==> src/rtl/sf_status_poller_if.sv <==
// Generic single-lane QSPI command interface between a system-side sequencer and the SPI engine.
// The sysdrv modport is the sequencer view; the solo modport is the engine view.
interface pmod_generic_qspi_solo_intf #(
  parameter int unsigned parm_tx_len_bits   = 11,
  parameter int unsigned parm_wait_cyc_bits = 2,
  parameter int unsigned parm_rx_len_bits   = 11
);
  logic                          go_enhan;
  logic                          go_quadio;
  logic [parm_tx_len_bits-1:0]   tx_len;
  logic [parm_wait_cyc_bits-1:0] wait_cyc;
  logic [parm_rx_len_bits-1:0]   rx_len;
  logic [7:0]                    tx_data;
  logic                          tx_enqueue;
  logic                          rx_dequeue;
  logic                          tx_ready;
  logic                          spi_idle;
  logic                          rx_avail;
  logic                          rx_valid;
  logic [7:0]                    rx_data;

  modport qspi_sysdrv (
    output go_enhan, go_quadio, tx_len, wait_cyc, rx_len, tx_data, tx_enqueue, rx_dequeue,
    input  tx_ready, spi_idle, rx_avail, rx_valid, rx_data
  );

  modport qspi_solo (
    input  go_enhan, go_quadio, tx_len, wait_cyc, rx_len, tx_data, tx_enqueue, rx_dequeue,
    output tx_ready, spi_idle, rx_avail, rx_valid, rx_data
  );
endinterface

==> src/rtl/sf_status_poller.sv <==
// Polls a serial-flash status register with RDSR (0x05) until WIP clears or the poll limit is hit.
// Optional abort input is enabled by defining SF_POLL_ABORT_EN.
module sf_status_poller #(
  parameter int unsigned parm_tx_len_bits   = 11,
  parameter int unsigned parm_wait_cyc_bits = 2,
  parameter int unsigned parm_rx_len_bits   = 11,
  parameter int unsigned parm_poll_limit    = 1000,
  parameter int unsigned parm_gap_cycles    = 16
) (
  input  logic        i_ext_spi_clk_x,
  input  logic        i_srst,
`ifdef SF_POLL_ABORT_EN
  input  logic        i_abort,
`endif
  input  logic        i_start,
  output logic        o_busy,
  output logic        o_done,
  output logic        o_timeout,
  output logic [7:0]  o_status,
  output logic [15:0] o_poll_count,
  pmod_generic_qspi_solo_intf.qspi_sysdrv sdrv
);
  localparam logic [7:0] RDSR_CMD = 8'h05;

  typedef enum logic [3:0] {
    IDLE, ENQ, GO, WAIT_START, WAIT_END, DEQ, CAPTURE, CHECK, GAP
  } state_t;

  state_t      state_q, state_d;
  logic        go_enhan_q, go_enhan_d;
  logic        tx_enqueue_q, tx_enqueue_d;
  logic        rx_dequeue_q, rx_dequeue_d;
  logic [7:0]  tx_data_q, tx_data_d;
  logic        done_q, done_d;
  logic        timeout_q, timeout_d;
  logic [7:0]  status_q, status_d;
  logic [15:0] poll_count_q, poll_count_d;
  logic [15:0] gap_cnt_q, gap_cnt_d;
  logic        abort_pend_q, abort_pend_d;
  logic        abort_req;

`ifdef SF_POLL_ABORT_EN
  assign abort_req = i_abort;
`else
  assign abort_req = 1'b0;
`endif

  always_comb begin
    state_d      = state_q;
    go_enhan_d   = go_enhan_q;
    tx_enqueue_d = 1'b0;
    rx_dequeue_d = 1'b0;
    tx_data_d    = tx_data_q;
    done_d       = 1'b0;
    timeout_d    = 1'b0;
    status_d     = status_q;
    poll_count_d = poll_count_q;
    gap_cnt_d    = gap_cnt_q;
    abort_pend_d = abort_pend_q;

    case (state_q)
      IDLE: begin
        abort_pend_d = 1'b0;
        go_enhan_d   = 1'b0;
        if (i_start) begin
          poll_count_d = 16'h0000;
          state_d      = ENQ;
        end
      end
      ENQ: begin
        if (abort_req) begin
          state_d = IDLE;
        end else if (sdrv.tx_ready) begin
          tx_data_d    = RDSR_CMD;
          tx_enqueue_d = 1'b1;
          state_d      = GO;
        end
      end
      GO: begin
        go_enhan_d = 1'b1;
        state_d    = WAIT_START;
      end
      // go_enhan is held until the engine shows it has picked up the command.
      WAIT_START: begin
        if (!sdrv.spi_idle) begin
          go_enhan_d = 1'b0;
          state_d    = WAIT_END;
        end
      end
      WAIT_END: begin
        if (sdrv.spi_idle) begin
          poll_count_d = (poll_count_q == 16'hFFFF) ? poll_count_q : poll_count_q + 16'd1;
          state_d      = DEQ;
        end
      end
      DEQ: begin
        if (sdrv.rx_avail) begin
          rx_dequeue_d = 1'b1;
          state_d      = CAPTURE;
        end
      end
      CAPTURE: begin
        if (sdrv.rx_valid) begin
          status_d = sdrv.rx_data;
          state_d  = (abort_pend_q || abort_req) ? IDLE : CHECK;
        end
      end
      CHECK: begin
        if (!status_q[0]) begin
          done_d  = 1'b1;
          state_d = IDLE;
        end else if (32'(poll_count_q) >= parm_poll_limit) begin
          timeout_d = 1'b1;
          state_d   = IDLE;
        end else begin
          gap_cnt_d = 16'h0000;
          state_d   = GAP;
        end
      end
      GAP: begin
        if (abort_req) begin
          state_d = IDLE;
        end else if (32'(gap_cnt_q) + 32'd1 >= parm_gap_cycles) begin
          state_d = ENQ;
        end else begin
          gap_cnt_d = gap_cnt_q + 16'd1;
        end
      end
      default: state_d = IDLE;
    endcase

    // An abort once a transaction is on the wire is remembered until the byte is drained.
    if (abort_req && (state_q inside {GO, WAIT_START, WAIT_END, DEQ, CAPTURE}))
      abort_pend_d = 1'b1;
  end

  always_ff @(posedge i_ext_spi_clk_x or posedge i_srst) begin
    if (i_srst) begin
      state_q      <= IDLE;
      go_enhan_q   <= 1'b0;
      tx_enqueue_q <= 1'b0;
      rx_dequeue_q <= 1'b0;
      tx_data_q    <= 8'h00;
      done_q       <= 1'b0;
      timeout_q    <= 1'b0;
      status_q     <= 8'h00;
      poll_count_q <= 16'h0000;
      gap_cnt_q    <= 16'h0000;
      abort_pend_q <= 1'b0;
    end else begin
      state_q      <= state_d;
      go_enhan_q   <= go_enhan_d;
      tx_enqueue_q <= tx_enqueue_d;
      rx_dequeue_q <= rx_dequeue_d;
      tx_data_q    <= tx_data_d;
      done_q       <= done_d;
      timeout_q    <= timeout_d;
      status_q     <= status_d;
      poll_count_q <= poll_count_d;
      gap_cnt_q    <= gap_cnt_d;
      abort_pend_q <= abort_pend_d;
    end
  end

  assign o_busy       = (state_q != IDLE);
  assign o_done       = done_q;
  assign o_timeout    = timeout_q;
  assign o_status     = status_q;
  assign o_poll_count = poll_count_q;

  assign sdrv.go_enhan   = go_enhan_q;
  assign sdrv.tx_enqueue = tx_enqueue_q;
  assign sdrv.rx_dequeue = rx_dequeue_q;
  assign sdrv.tx_data    = tx_data_q;
  assign sdrv.go_quadio  = 1'b0;
  assign sdrv.tx_len     = parm_tx_len_bits'(1);
  assign sdrv.rx_len     = parm_rx_len_bits'(1);
  assign sdrv.wait_cyc   = parm_wait_cyc_bits'(0);
endmodule

==> src/flat_wrapper.sv <==
// flat-port wrapper written by rule: the top's interface ports become plain ports
module sf_status_poller_flat 
#(
  parameter int unsigned parm_tx_len_bits   = 11,
  parameter int unsigned parm_wait_cyc_bits = 2,
  parameter int unsigned parm_rx_len_bits   = 11,
  parameter int unsigned parm_poll_limit    = 1000,
  parameter int unsigned parm_gap_cycles    = 16
)
  (i_ext_spi_clk_x, i_srst, i_start, o_busy, o_done, o_timeout, o_status, o_poll_count, sdrv_go_enhan, sdrv_go_quadio, sdrv_tx_len, sdrv_wait_cyc, sdrv_rx_len, sdrv_tx_data, sdrv_tx_enqueue, sdrv_rx_dequeue, sdrv_tx_ready, sdrv_spi_idle, sdrv_rx_avail, sdrv_rx_valid, sdrv_rx_data);
  pmod_generic_qspi_solo_intf #(.parm_tx_len_bits(parm_tx_len_bits), .parm_wait_cyc_bits(parm_wait_cyc_bits), .parm_rx_len_bits(parm_rx_len_bits)) sdrv_i ();
  input  logic i_ext_spi_clk_x;
  input  logic i_srst;
  input  logic i_start;
  output logic o_busy;
  output logic o_done;
  output logic o_timeout;
  output logic [7:0] o_status;
  output logic [15:0] o_poll_count;
  output wire logic [$bits(sdrv_i.go_enhan)-1:0] sdrv_go_enhan;
  output wire logic [$bits(sdrv_i.go_quadio)-1:0] sdrv_go_quadio;
  output wire logic [$bits(sdrv_i.tx_len)-1:0] sdrv_tx_len;
  output wire logic [$bits(sdrv_i.wait_cyc)-1:0] sdrv_wait_cyc;
  output wire logic [$bits(sdrv_i.rx_len)-1:0] sdrv_rx_len;
  output wire logic [$bits(sdrv_i.tx_data)-1:0] sdrv_tx_data;
  output wire logic [$bits(sdrv_i.tx_enqueue)-1:0] sdrv_tx_enqueue;
  output wire logic [$bits(sdrv_i.rx_dequeue)-1:0] sdrv_rx_dequeue;
  input wire logic [$bits(sdrv_i.tx_ready)-1:0] sdrv_tx_ready;
  input wire logic [$bits(sdrv_i.spi_idle)-1:0] sdrv_spi_idle;
  input wire logic [$bits(sdrv_i.rx_avail)-1:0] sdrv_rx_avail;
  input wire logic [$bits(sdrv_i.rx_valid)-1:0] sdrv_rx_valid;
  input wire logic [$bits(sdrv_i.rx_data)-1:0] sdrv_rx_data;
  assign sdrv_go_enhan = sdrv_i.go_enhan;
  assign sdrv_go_quadio = sdrv_i.go_quadio;
  assign sdrv_tx_len = sdrv_i.tx_len;
  assign sdrv_wait_cyc = sdrv_i.wait_cyc;
  assign sdrv_rx_len = sdrv_i.rx_len;
  assign sdrv_tx_data = sdrv_i.tx_data;
  assign sdrv_tx_enqueue = sdrv_i.tx_enqueue;
  assign sdrv_rx_dequeue = sdrv_i.rx_dequeue;
  assign sdrv_i.tx_ready = sdrv_tx_ready;
  assign sdrv_i.spi_idle = sdrv_spi_idle;
  assign sdrv_i.rx_avail = sdrv_rx_avail;
  assign sdrv_i.rx_valid = sdrv_rx_valid;
  assign sdrv_i.rx_data = sdrv_rx_data;
  sf_status_poller #(.parm_tx_len_bits(parm_tx_len_bits), .parm_wait_cyc_bits(parm_wait_cyc_bits), .parm_rx_len_bits(parm_rx_len_bits), .parm_poll_limit(parm_poll_limit), .parm_gap_cycles(parm_gap_cycles)) u_core (.i_ext_spi_clk_x(i_ext_spi_clk_x), .i_srst(i_srst), .i_start(i_start), .o_busy(o_busy), .o_done(o_done), .o_timeout(o_timeout), .o_status(o_status), .o_poll_count(o_poll_count), .sdrv(sdrv_i));
endmodule
==> config.mk <==
export PLATFORM = sky130hd
export DESIGN_NAME = sf_status_poller_flat
export DESIGN_NICKNAME = d
export VERILOG_FILES = /design/src/rtl/sf_status_poller_if.sv /design/src/rtl/sf_status_poller.sv /design/src/flat_wrapper.sv
export SDC_FILE = /design/constraint.sdc
export NUM_CORES = 1
export LEC_CHECK = 0
export CORE_MARGIN = 2
export CORE_UTILIZATION = 52
export DETAILED_ROUTE_END_ITERATION = 12
export GPL_ROUTABILITY_DRIVEN = 0
export PLACE_DENSITY_LB_ADDON = 0.25
export SYNTH_ARGS = -nofsm -noshare
export SYNTH_HDL_FRONTEND = slang
export SYNTH_SLANG_ARGS = --single-unit
==> constraint.sdc <==
create_clock -name i_ext_spi_clk_x -period 6.5 [get_ports i_ext_spi_clk_x]
set_input_delay 0.975 -clock i_ext_spi_clk_x [delete_from_list [all_inputs] [get_ports i_ext_spi_clk_x]]
set_output_delay 0.975 -clock i_ext_spi_clk_x [all_outputs]
set_load 0.02 [all_outputs]
==> impl_metrics.yaml, run 1 <==
timing:
  hold_ws_ns: 0.503
  tns_ns: 0
  setup_viol: 0
  hold_viol_final: 0
  grt_setup_unrepaired: "no"
  max_freq_mhz: 356
  tightest_slew_ns: 1.02
  slew_violations: 0
  clock_skew_ns: 0.00968
  period_needed_ns: 2.81
  min_period_over_period_pct: 43.2
  timing.slew.headroom_pct: 31.9
yosys:
  ys_ff_latch: 50
  ys_types: 49
  synth_area_um2: 2760
  avgSynthCellArea_um2: 9.73
  synth.area.top_cells: "dfrtp_1 45%, buf_4 8.7%, mux2_2 3.7%, nor2_1 3.3%, and2_1 2.7%"
  ys_seq_area_share_pct: 45.3
  synth_top_flop_cell: "dfrtp_1"
  syn_inst: 284
  yosysTopAreaCellShare_pct: 45.3
  synth_warnings: 0
  synth_commonest_cells: "50 x dfrtp_1, 32 x buf_4, 24 x nor2_1"
  yosysMostFrequentCell: "dfrtp_1"
  synth_top_area_cell: "dfrtp_1"
  synthArstFlopShare_pct: 100
  synth_edf_count: 0
drt:
  via_per_inst: 5.29
  drc: 0
  ant_nets: 0
  vias: 2106
  avgRoutedWirePerCell_um: 13.4
  first_pass_iters: 4
  detail_route.wirelength_um: 5350
  first_iter_violations: 94
cts:
  clkTransAtPathRegs_ns: 0.09
  post_cts_buffers: 0
  postCtsHoldBufs: 0
  cts_tree: "built"
  clock_latency_ns: 0.30
  clock-sinks: 50
  clockRootBuffer: "clkbuf_8"
  htree_levels: 2
  numCtsBuffers: 5
  ctsResizeCount: 0
  clock_path_buffers: 2
critical_path:
  critPathKind: "flop to output port"
  critPathMaxFanout: 12
  cp_slowest_cell: "clkdlybuf4s50_1"
  worstSetupEndpointType: "output port"
  worst_setup_path_start_kind: "flop"
  critPathMaxStageDelay_ns: 0.63
  crit_arrival_ns: 1.83
  cp.required_ns: 5.52
  crit_chain: "nor2_1 > nand2_1 > clkdlybuf4s50_1"
placed_design:
  io_buffers: 46
  placedCellCount: 390
  dp_hpwl_um: 3790
global_routing:
  first_global_vias: 2016
  grt_antenna_before_repair: 0
  grt.total_usage_pct: 18.9
  grt_max_degree: 51
  overflow: 0
  grt_pass1_wl_um: 9210
layout:
  layout-drive-gt1-share_pct: 8.54
  diodes: 0
  utilization_pct: 63.7
  fin_nets: 345
  area_delta_synth_final_pct: 17.7
  instances_no_fill: 398
worst_hold_path:
  hp-class: "flop to flop"
floorplan:
  start_util_pct: 54.1
  dieArea_um2: 5910
  row_count: 26
  die_w_um: 76.9
  core_um2: 5110
  ioPinCount: 78
  die_h_um: 76.9
pwr:
  pwr_density_cell_nw_per_um2: 298
  power.leakage_nw: 1.46
  total_power_mw: 0.969
  ir_drop_uv: 200
status:
  status: "complete, no violations"
flow_run:
  drv_cap: 0
final timing paths:
| check | depth (start not counted) | to | slack (ns) | start |
|---|---|---|---|---|
| max in group asynchronous | 2 | u_core.o_poll_count[3]$_DFFE_PP0P_ | 4.63 | i_srst |
| min in group asynchronous | 2 | u_core.sdrv.tx_data[0]$_DFFE_PP0P_ | 1.23 | i_srst |
| max | 3 | o_busy | 3.69 | u_core.state_q[2]$_DFFE_PP0P_ |
| min reg2reg | 1 | u_core.gap_cnt_q[15]$_DFFE_PP0P_ | 0.50 | u_core.gap_cnt_q[15]$_DFFE_PP0P_ |
| max reg2reg | 8 | u_core.gap_cnt_q[2]$_DFFE_PP0P_ | 3.99 | u_core.gap_cnt_q[0]$_DFFE_PP0P_ |
| min | 1 | u_core.gap_cnt_q[15]$_DFFE_PP0P_ | 0.50 | u_core.gap_cnt_q[15]$_DFFE_PP0P_ |
per-layer routing:
| metal | share of wire (%) | up-vias | GRT usage, % |
|---|---|---|---|
| met5 | 0 | - | 0 |
| met4 | 1.6 | 0 | 6.55 |
| met3 | 4.8 | 10 | 4.24 |
| li1 | - | 1016 | - |
| met2 | 48 | 53 | 31.1 |
| met1 | 46 | 1027 | 24.6 |
critical path: cells and delay by family (launching register included):
kind / cells / cell delay (ns)
simple gates: 2 / 0.32
flops: 1 / 0.57
buf+inv: 1 / 0.63
per-stage QoR:
step / worst slack, ns / cell area (um2)
5_1_grt: 3.54 / 3250
6_report: 3.69 / 3250
3_5_place_dp: 3.62 / 3150
4_1_cts: 3.68 / 3250
2_1_floorplan: 4.32 / 2870
3_3_place_gp: 3.73 / 3150
power breakdown:
part           internal, mW  leakage (nW)  switching, mW
clock                 0.113        0.0579          0.102
combinational         0.148         0.735          0.185
sequential            0.361         0.670         0.0601
total                 0.622          1.46          0.347
registers in the layout (all words and copies together) (netlist names):
register,flops
u_core.gap_cnt_q,16
u_core.o_poll_count,16
u_core.o_status,8
u_core.state_q,4
u_core.o_done,1
u_core.o_timeout,1
u_core.sdrv.go_enhan,1
u_core.sdrv.rx_dequeue,1
u_core.sdrv.tx_data,1
u_core.sdrv.tx_enqueue,1
cell usage in the layout (no fill, tap or decap), types with 4 or more instances in the layout:
cell	n
o21ai_1	5
nand3_1	13
inv_1	7
o31ai_1	5
o21ai_0	15
conb_1	31
dfrtp_1	50
and3_1	9
a21oi_1	8
clkdlybuf4s50_1	46
clkbuf_8	5
and2_1	12
nor2_1	24
xnor2_1	8
mux2_2	9
xor2_1	4
nand2_1	15
nand4_1	5
nor3_1	6
layout make-up:
type | count | area (um2)
timing repair buffer | 46 | 460
multi-input combinational | 216 | 1320
clock inverter | 3 | 40.0
inverter | 8 | 30.0
tap | 70 | 87.6
fill | 447 | 1850
clock buffer | 5 | 68.8
sequential | 50 | 1250
logic make-up (layout without fill, tap and decap cells):
logic type | after synthesis | in the layout | synth area share [%]
flip-flops | 50 | 50 | 45.3
multiplexers | 11 | 11 | 4.39
XOR/XNOR | 12 | 12 | 3.80
AND/OR/NAND/NOR | 114 | 114 | 23.0
buffers and inverters | 47 | 62 | 11.0
other | 2 | 31 | 0.272
adder cells (fa/ha/maj) | 3 | 3 | 1.36
AO/OA/AOI/OAI | 45 | 45 | 10.9
Note: power is estimated with default switching activity, not from simulation.
==> inputs of run 2 (changes only) <==
--- a/config.mk
+++ b/config.mk
@@ -6,7 +6,7 @@
 export NUM_CORES = 1
 export LEC_CHECK = 0
 export CORE_MARGIN = 2
-export CORE_UTILIZATION = 52
+export CORE_UTILIZATION = 48
 export DETAILED_ROUTE_END_ITERATION = 12
 export GPL_ROUTABILITY_DRIVEN = 0
 export PLACE_DENSITY_LB_ADDON = 0.25
==> constraint.sdc (replaced) <==
create_clock -name i_ext_spi_clk_x -period 2.65 [get_ports i_ext_spi_clk_x]
set_input_delay 0.3975 -clock i_ext_spi_clk_x [delete_from_list [all_inputs] [get_ports i_ext_spi_clk_x]]
set_output_delay 0.3975 -clock i_ext_spi_clk_x [all_outputs]
set_load 0.02 [all_outputs]
==> run 2 against run 1 <==
Worst hold slack worse by 0.015 ns. Core utilization fell by 4.4 points. Via count fell by 0.95%. Cell area up 1.0%. Critical path type is now flop to flop.
==> impl_metrics.yaml, run 2 (synthesis gave the netlist of run 1 again) <==
cts:
  ctsResizeCount: 0
  post_cts_buffers: 0
  clock-sinks: 50
  clockRootBuffer: "clkbuf_8"
  htree_levels: 2
  clock_latency_ns: 0.30
  postCtsHoldBufs: 0
  clock_path_buffers: 2
  cts_tree: "built"
  numCtsBuffers: 5
  clkTransAtPathRegs_ns: 0.09
timing:
  hold_viol_final: 0
  setup_viol: 0
  grt_setup_unrepaired: "no"
  setup_ws_ns: 0.313
  tns_ns: 0
  tightest_slew_ns: 0.625
  period_needed_ns: 2.34
  timing.slew.headroom_pct: 58.3
  max_freq_mhz: 428
  min_period_over_period_pct: 88.2
  slew_violations: 0
  clock_skew_ns: 0.00757
floorplan:
  die_w_um: 79.9
  die_h_um: 79.9
  core_um2: 5540
  row_count: 27
  dieArea_um2: 6380
  ioPinCount: 78
  start_util_pct: 49.9
layout:
  layout-drive-gt1-share_pct: 9.34
  fin_nets: 349
  area_delta_synth_final_pct: 19.0
  mostFrequentLayoutCell: "dfrtp_1"
  instances_no_fill: 404
  diodes: 0
  final_cell_mix: "50 x dfrtp_1, 46 x clkdlybuf4s50_1, 31 x conb_1"
drt:
  drc: 0
  vias: 2086
  ant_nets: 0
  detail_route.wirelength_um: 5300
  first_pass_iters: 6
  first_iter_violations: 71
  via_per_inst: 5.16
  avgRoutedWirePerCell_um: 13.1
pwr:
  ir_drop_uv: 516
  power.leakage_nw: 1.48
  pwr_density_cell_nw_per_um2: 730
flow_run:
  drv_cap: 0
global_routing:
  grt_pass1_wl_um: 9140
  grt.total_usage_pct: 17.9
  grt_antenna_before_repair: 0
  grt_use_met3_pct: 4.75
  grt_busiest_layer: "met2"
  first_global_vias: 1986
  grt_use_met2_pct: 28.0
  grt_util_met1_pct: 24.5
  overflow: 0
  grt_max_degree: 51
critical_path:
  cp.required_ns: 2.89
  worstSetupEndpointType: "flop"
  critPathKind: "flop to flop"
  worst_setup_path_start_kind: "flop"
  crit_arrival_ns: 2.58
  critPathMaxFanout: 6
placed_design:
  io_buffers: 46
  dp_hpwl_um: 3800
  placedCellCount: 396
  pre_cts_ws_ns: 0.372
status:
  status: "complete, no violations"
worst_hold_path:
  hp-class: "flop to flop"
==> run 2: where the power goes <==
part	internal [mW]	switching, mW	total, mW	leakage, nW
sequential	0.885	0.141	1.03	0.670
clock	0.282	0.249	0.531	0.0514
combinational	0.383	0.460	0.844	0.754
==> run 2: path summary, 6_finish.rpt <==
path | from | to | slack, ns | depth (start not counted)
worst max-delay path | u_core.gap_cnt_q[0]$_DFFE_PP0P_ | u_core.gap_cnt_q[2]$_DFFE_PP0P_ | 0.31 | 8
worst min-delay path | u_core.gap_cnt_q[15]$_DFFE_PP0P_ | u_core.gap_cnt_q[15]$_DFFE_PP0P_ | 0.49 | 1
worst max register to register | u_core.gap_cnt_q[0]$_DFFE_PP0P_ | u_core.gap_cnt_q[2]$_DFFE_PP0P_ | 0.31 | 8
worst min register to register | u_core.gap_cnt_q[15]$_DFFE_PP0P_ | u_core.gap_cnt_q[15]$_DFFE_PP0P_ | 0.49 | 1
max in group asynchronous | i_srst | u_core.gap_cnt_q[10]$_DFFE_PP0P_ | 1.66 | 3
min in group asynchronous | i_srst | u_core.sdrv.tx_data[0]$_DFFE_PP0P_ | 0.58 | 3
==> run 2: worst max-delay path, stage by stage, from the launching register on <==
cell and delay [ns]:
dfrtp_1 0.43, ha_1 0.21, nand3_1 0.13, nor4b_1 0.36, nor3_1 0.09, a41oi_1 0.32
a41oi_4 0.15, or4b_1 0.51, nand2_1 0.08
==> run 2: routing by layer <==
metal  part of all wire, %  vias to the layer above
met5                     0                        -
met4                   1.0                        0
met3                   4.3                        6
met2                    47                       43
met1                    48                     1018
li1                      -                     1019
==> run 2: through the flow <==
stage / area (um2) / power, mW / utilization, % / hold WS [ns]
after floorplan: 2870 / 1.60 / - / 0.446
after global placement: 3180 / 1.88 / 57.4 / 0.466
after detailed placement: 3180 / 1.89 / 57.4 / 0.467
after CTS: 3290 / 2.43 / 59.3 / 0.494
after global routing: 3290 / 2.56 / 59.3 / 0.523
final: 3290 / 2.40 / 59.3 / 0.488
==> run 2: final cells by class <==
class                           count  area (um2)
Multi-Input combinational cell    216        1320
Fill cell                         518        2250
Timing Repair Buffer               50         490
Inverter                            8        30.0
Clock buffer                        6        72.6
Tap cell                           72        90.1
Sequential cell                    50        1250
Clock inverter                      2        37.5
